===== config.mk =====
export PLATFORM = sky130hd
export DESIGN_NAME = seq_alu
export DESIGN_NICKNAME = d
export VERILOG_FILES = /design/src/rtl/seq_alu.sv
export SDC_FILE = /design/constraint.sdc
export NUM_CORES = 1
export LEC_CHECK = 0
export BUFFER_PORTS_ARGS = -buffer_cell sky130_fd_sc_hd__buf_2
export CAP_MARGIN = 20
export CORE_UTILIZATION = 45
export DETAILED_ROUTE_END_ITERATION = 10
export PLACE_DENSITY = 0.64
export SYNTH_ARGS = -nofsm -noshare
export SYNTH_HDL_FRONTEND = slang
export SYNTH_SLANG_ARGS = --single-unit

===== constraint.sdc =====
create_clock -name clk -period 4.39 [get_ports clk]
set_clock_uncertainty 0.1 [all_clocks]
set_input_delay 0.439 -clock clk [delete_from_list [all_inputs] [get_ports clk]]
set_output_delay 0.439 -clock clk [all_outputs]
set_load 0.05 [all_outputs]

===== src/rtl/seq_alu.sv =====
// Multi-cycle integer ALU: single-cycle add/sub/compare, iterative shift-add
// multiply and restoring divide, valid/ready on both sides.
module seq_alu #(
  parameter int WIDTH = 32
) (
  input  logic             clk,
  input  logic             rst_n,
  input  logic             in_valid,
  output logic             in_ready,
  input  logic [WIDTH-1:0] a,
  input  logic [WIDTH-1:0] b,
  input  logic [31:0]      instruction,
  output logic             out_valid,
  input  logic             out_ready,
  output logic [WIDTH-1:0] s,
  output logic             ze,
  output logic             illegal
);

  localparam int CW = $clog2(WIDTH + 1);

  typedef enum logic [1:0] {IDLE, MUL, DIV, DONE} state_t;

  state_t            state, state_nxt;
  logic [CW-1:0]     cnt;
  logic [WIDTH-1:0]  acc, work, opnd;
  logic              neg;

  logic [2:0]        op;
  logic              is_float, is_signed, accept, last, busy;
  logic signed [WIDTH-1:0] a_sgn, b_sgn;
  logic [WIDTH-1:0]  a_mag, b_mag;
  logic              lt, gt;

  logic [WIDTH-1:0]  quick_s;
  logic              quick_ze, quick_ill, go_mul, go_div;

  logic [WIDTH-1:0]  acc_nxt, work_nxt, opnd_nxt, iter_s;
  logic [WIDTH:0]    shifted, diff;

  logic              unused_instr;

  assign unused_instr = ^instruction[31:5];

  function automatic logic [WIDTH-1:0] magnitude(input logic [WIDTH-1:0] v, input logic sgn);
    return (sgn && v[WIDTH-1]) ? -v : v;
  endfunction

  assign op        = instruction[2:0];
  assign is_float  = instruction[3];
  assign is_signed = instruction[4];
  assign a_sgn     = a;
  assign b_sgn     = b;
  assign lt        = is_signed ? (a_sgn < b_sgn) : (a < b);
  assign gt        = is_signed ? (a_sgn > b_sgn) : (a > b);
  assign a_mag     = magnitude(a, is_signed);
  assign b_mag     = magnitude(b, is_signed);

  assign in_ready  = (state == IDLE);
  assign out_valid = (state == DONE);
  assign accept    = in_valid && in_ready;
  assign busy      = (state == MUL) || (state == DIV);
  assign last      = (cnt == CW'(1));

  // Decode of the captured request; float requests never reach an opcode.
  always_comb begin
    quick_s   = '0;
    quick_ze  = 1'b0;
    quick_ill = 1'b0;
    go_mul    = 1'b0;
    go_div    = 1'b0;
    if (is_float) begin
      quick_ill = 1'b1;
    end else begin
      case (op)
        3'b000:  quick_s = a + b;
        3'b001:  quick_s = a - b;
        3'b011:  go_mul = 1'b1;
        3'b111:  if (b == '0) quick_ze = 1'b1; else go_div = 1'b1;
        3'b100:  quick_s = {{(WIDTH-1){1'b0}}, lt};
        3'b101:  quick_s = {{(WIDTH-1){1'b0}}, (a == b)};
        3'b110:  quick_s = {{(WIDTH-1){1'b0}}, gt};
        default: quick_ill = 1'b1;
      endcase
    end
  end

  // One iteration: acc is the product (MUL) or partial remainder (DIV);
  // work holds the multiplier or the dividend/quotient shift register.
  always_comb begin
    acc_nxt  = acc;
    work_nxt = work;
    opnd_nxt = opnd;
    shifted  = {acc, work[WIDTH-1]};
    diff     = shifted - {1'b0, opnd};
    iter_s   = '0;
    if (state == MUL) begin
      acc_nxt  = acc + (work[0] ? opnd : '0);
      opnd_nxt = opnd << 1;
      work_nxt = work >> 1;
      iter_s   = acc_nxt;
    end else if (state == DIV) begin
      if (shifted >= {1'b0, opnd}) begin
        acc_nxt  = diff[WIDTH-1:0];
        work_nxt = {work[WIDTH-2:0], 1'b1};
      end else begin
        acc_nxt  = shifted[WIDTH-1:0];
        work_nxt = {work[WIDTH-2:0], 1'b0};
      end
      iter_s = neg ? -work_nxt : work_nxt;
    end
  end

  always_comb begin
    state_nxt = state;
    case (state)
      IDLE:    if (accept) state_nxt = go_mul ? MUL : (go_div ? DIV : DONE);
      MUL,
      DIV:     if (last) state_nxt = DONE;
      DONE:    if (out_ready) state_nxt = IDLE;
      default: state_nxt = IDLE;
    endcase
  end

  always_ff @(posedge clk or negedge rst_n) begin
    if (!rst_n) begin
      state   <= IDLE;
      cnt     <= '0;
      s       <= '0;
      ze      <= 1'b0;
      illegal <= 1'b0;
    end else begin
      state <= state_nxt;
      if (accept) begin
        cnt     <= CW'(WIDTH);
        ze      <= quick_ze;
        illegal <= quick_ill;
        if (!go_mul && !go_div) s <= quick_s;
      end else if (busy) begin
        cnt <= cnt - CW'(1);
        if (last) s <= iter_s;
      end else if (out_valid && out_ready) begin
        ze      <= 1'b0;
        illegal <= 1'b0;
      end
    end
  end

  // Operand datapath: loaded at accept, advanced once per iteration.
  always_ff @(posedge clk) begin
    if (accept) begin
      acc  <= '0;
      work <= go_div ? a_mag : a;
      opnd <= go_div ? b_mag : b;
      neg  <= is_signed && (a[WIDTH-1] ^ b[WIDTH-1]);
    end else if (busy) begin
      acc  <= acc_nxt;
      work <= work_nxt;
      opnd <= opnd_nxt;
    end
  end

endmodule


==> metrics.md <==
| Metric | Value |
|---|---|
| Arrival time worst endpoint | `4.45 ns` |
| # IOs | `136` |
| CP Depth | `19` |
| Post-synth ARST share | `0.3022` |
| Post-place setup slack | `-0.01287 ns` |
| Clock Path Buffers | `2` |
| Root buffer cell | `clkbuf_16` |
| Initial antenna violation count | `0` |
| Setup_tns | `0 ns` |
| Grt ovf | `0` |
| Register-to-register setup slack | `between 0.15 and 0.2 ns` |
| Detailed Route WL | `between 50 and 60 mm` |
| Final Hold Fails | `0` |
| Ratio of final minimum period to clock period | `0.9619` |
| CTS tree | `yes` |
| RR Startpoint | `opnd[6]$_DFFE_PP_` |
| IR Drop Worst-Case VDD | `~0.45 mV` |
| Status | `complete, no violations` |
| Fraction of layout cells with a size suffix above 1 | `0.1179` |
| Buffers on Ports | `between 100 and 150` |
| Initial DRC Count | `1515` |
| Post-synth EDFFs | `65` |
| Yosys top cell area share | `0.1231` |
| Count leader, synth | `nand2_1` |
| R2R depth | `19` |
| CTS clk-pin slew, worst paths | `0.06 ns` |
| RR Endpoint | `s[28]$_DFFE_PN0P_` |
| Max Clock Freq | `236.8 MHz` |
| Leakage power | `around 0.0075 µW` |
| Antenna diodes | `0` |
| Synth cell types | `between 80 and 90` |
| Post-DP Area | `0.01704 mm²` |
| Pin count of the biggest net entering global routing | `95` |
| Synth top area cells | `edfxtp_1, ha_1, dfrtp_1` |
| Die X | `~190 µm` |
| Detail Placement HPWL | `42.90 mm` |
| Later-pin clock latency in the skew report | `about 0.44 ns` |
| Top FF cell, synth | `edfxtp_1` |
| Wire per inst | `just over 20 µm` |
| H-tree levels | `4` |
| Family with the most delay on the worst path | `simple AND/OR/NAND/NOR gates` |
| Mapped Cells | `~2.1k` |
| CTS buffer count | `17` |
| Crit path cell chain | `inv_1 -> ha_2 -> a21oi_2 -> o21a_1 -> nor2_1 -> nor3_2 -> a211oi_2 -> or2_4 -> inv_2 -> ha_1 -> nand4_1 -> or4_4 -> nand2b_4 -> o31ai_2 -> xor2_1 -> o21ai_0 -> a31oi_1 -> o211ai_1 -> a21o_1` |
| Top post-synthesis cells by count | `nand2_1, a21oi_1, nor2_1` |
| DRT Pass-1 Iters | `6` |
| CP max stage delay | `between 0.4 and 0.5 ns` |
| Mapped Nets | `approximately 2.3k` |
| GRT Resource Usage Total | `0.3006` |
| Core Region | `0.03463 mm²` |
| Critical path buffer and inverter count | `2` |
| Fraction of the yosys area taken by sequential cells | `0.2299` |
| DR vias/cell | `just over 6` |
| Hold_sp | `out_ready` |
| Critical path class | `reg -> reg` |
| Hold Slack | `between 0.2 and 0.3 ns` |
| Worst hold path class | `in -> reg` |
| GPL Wtd Cong | `0.9607` |
| Largest fanout on the critical path | `5` |
| Min Tclk post-route | `4.223 ns` |
| Row cnt | `68` |
| Power Density | `832.1 mW/mm²` |
| Cell area after synthesis | `approximately 0.016 mm²` |
| Clock Sinks | `between 100 and 150` |
| Synth Register Bits | `roughly 140` |
| Layout Area Growth over Synthesis | `11.74%` |
| CP Launch Point | `opnd[6]$_DFFE_PP_` |
| Final slew viol count | `0` |
| Final setup vio count | `0` |
| Final setup margin | `0.1673 ns` |
| Critical path required time | `roughly 4.6 ns` |
| Startpoint Class | `register` |
| Final net count | `approximately 2.4k` |
| Crit-path slowest cell | `or4_4` |
| DIE AREA | `0.03598 mm²` |
| # Max-Cap Violations | `0` |
| Die H | `~190 µm` |
| Initial core utilization | `0.4578` |
| Mapped Avg Cell Area | `approximately 7.6 µm²` |
| Finished layout cell area | `roughly 0.018 mm²` |
| Global-route wire length before repair | `84.07 mm` |
| Vias | `roughly 16k` |
| Post-synth top area cell | `edfxtp_1` |
| Final routed DRC violation total | `0` |
| Actual slew at the worst max-slew pin | `roughly 1 ns` |
| Vias in the first global route | `15.06k` |
| Slew headroom | `0.3227` |
| Syn. warnings | `0` |
| CP endpoint | `s[28]$_DFFE_PN0P_` |
| Total power | `14740 µW` |
| Crit end category | `register` |
| Post-route ant nets | `0` |
-- worst min path at each step --
stage	end	slack (ns)	cells past startpoint
6_report	illegal$_DFFE_PN0P_	0.25	4
5_1_grt	illegal$_DFFE_PN0P_	0.28	4
4_1_cts	s[4]$_DFFE_PN0P_	0.13	1
3_5_place_dp	s[8]$_DFFE_PN0P_	0.38	1
3_3_place_gp	s[8]$_DFFE_PN0P_	0.37	1
2_1_floorplan	cnt[0]$_DFFE_PN0P_	0.04	0
-- area by class of cell --
class / instances / area, µm²
repair buffers: 178 / 1094
multi-input cells: 1714 / 11330
clock buffers: 19 / 452.9
flip-flops and latches: 139 / 3643
inverters: 126 / 473.0
well taps: 455 / 569.3
clock inverters: 13 / 147.6
fillers: 3390 / 16920
-- placed cells by master (no fill, tap or decap), drive strengths merged, types with 13 or more instances in the layout --
| cell | n |
|---|---|
| edfxtp | 65 |
| o21ai | 179 |
| nor3 | 44 |
| nand4 | 20 |
| buf | 177 |
| clkbuf | 19 |
| ha | 135 |
| mux2i | 33 |
| nor2b | 21 |
| nand3 | 46 |
| a21oi | 197 |
| o211ai | 34 |
| a31oi | 28 |
| o21a | 14 |
| xnor2 | 114 |
| a211oi | 37 |
| nand2b | 22 |
| dfxtp | 32 |
| nand2 | 235 |
| a221oi | 13 |
| nor4 | 23 |
| xor2 | 57 |
| nor2 | 187 |
| o31ai | 36 |
| o22ai | 13 |
| o21bai | 16 |
| inv | 125 |
| or3 | 16 |
| dfrtp | 42 |
| a21o | 42 |
-- sequential cells by signal (all words and copies together), names as in the netlist --
signal and flops:
neg 1, illegal 1, ze 1, acc 32, state 2, opnd 32
s 32, work 32, cnt 6
-- worst min-delay path, cell delays in order --
cell,delay [ns]
buf_2,0.09
nand3_1,0.09
nand3_1,0.09
nand2_1,0.04
-- routing by layer --
layer	GRT usage	share of wire	vias up
met5	0	0	-
met4	0.1005	0.030	0
met3	0.03376	0.076	90
met2	0.4768	0.45	688
met1	0.4227	0.45	7720
li1	-	-	7779
-- cell families (layout without fill, tap and decap cells) --
kind of cell	after synthesis	in the layout	share of synthesized area
AO/OA/AOI/OAI	712	712	0.2898
AND/OR/NAND/NOR	657	657	0.1917
buffers and inverters	244	336	0.06023
XOR/XNOR	171	171	0.09448
adder cells (fa/ha/maj)	139	139	0.1116
flip-flops	139	139	0.2299
multiplexers	35	35	0.02226
-- power breakdown --
| part | internal, µW | total [µW] | switching (µW) | leakage, µW |
|---|---|---|---|---|
| sequential | 2310 | 2960 | 649 | 0.00140 |
| combinational | 3730 | 10300 | 6540 | 0.00581 |
| clock | 915 | 1510 | 595 | 0.000288 |
-- stage by stage --
stage	util	std cells
detailed placement	0.4921	2608
CTS	0.5095	2640
finish	0.5115	2644
floorplan	-	2097
global placement	0.4921	2608
global route	0.5115	2644
-- what timing repair did --
item,CTS,global route
endpoints found under the hold margin,0,8
setup buffers,0,2
hold buffers,0,1
gates resized for setup,1,8
setup endpoints to repair,1,5
pin swaps,1,4
No activity file was read; power rests on OpenSTA's default activity.
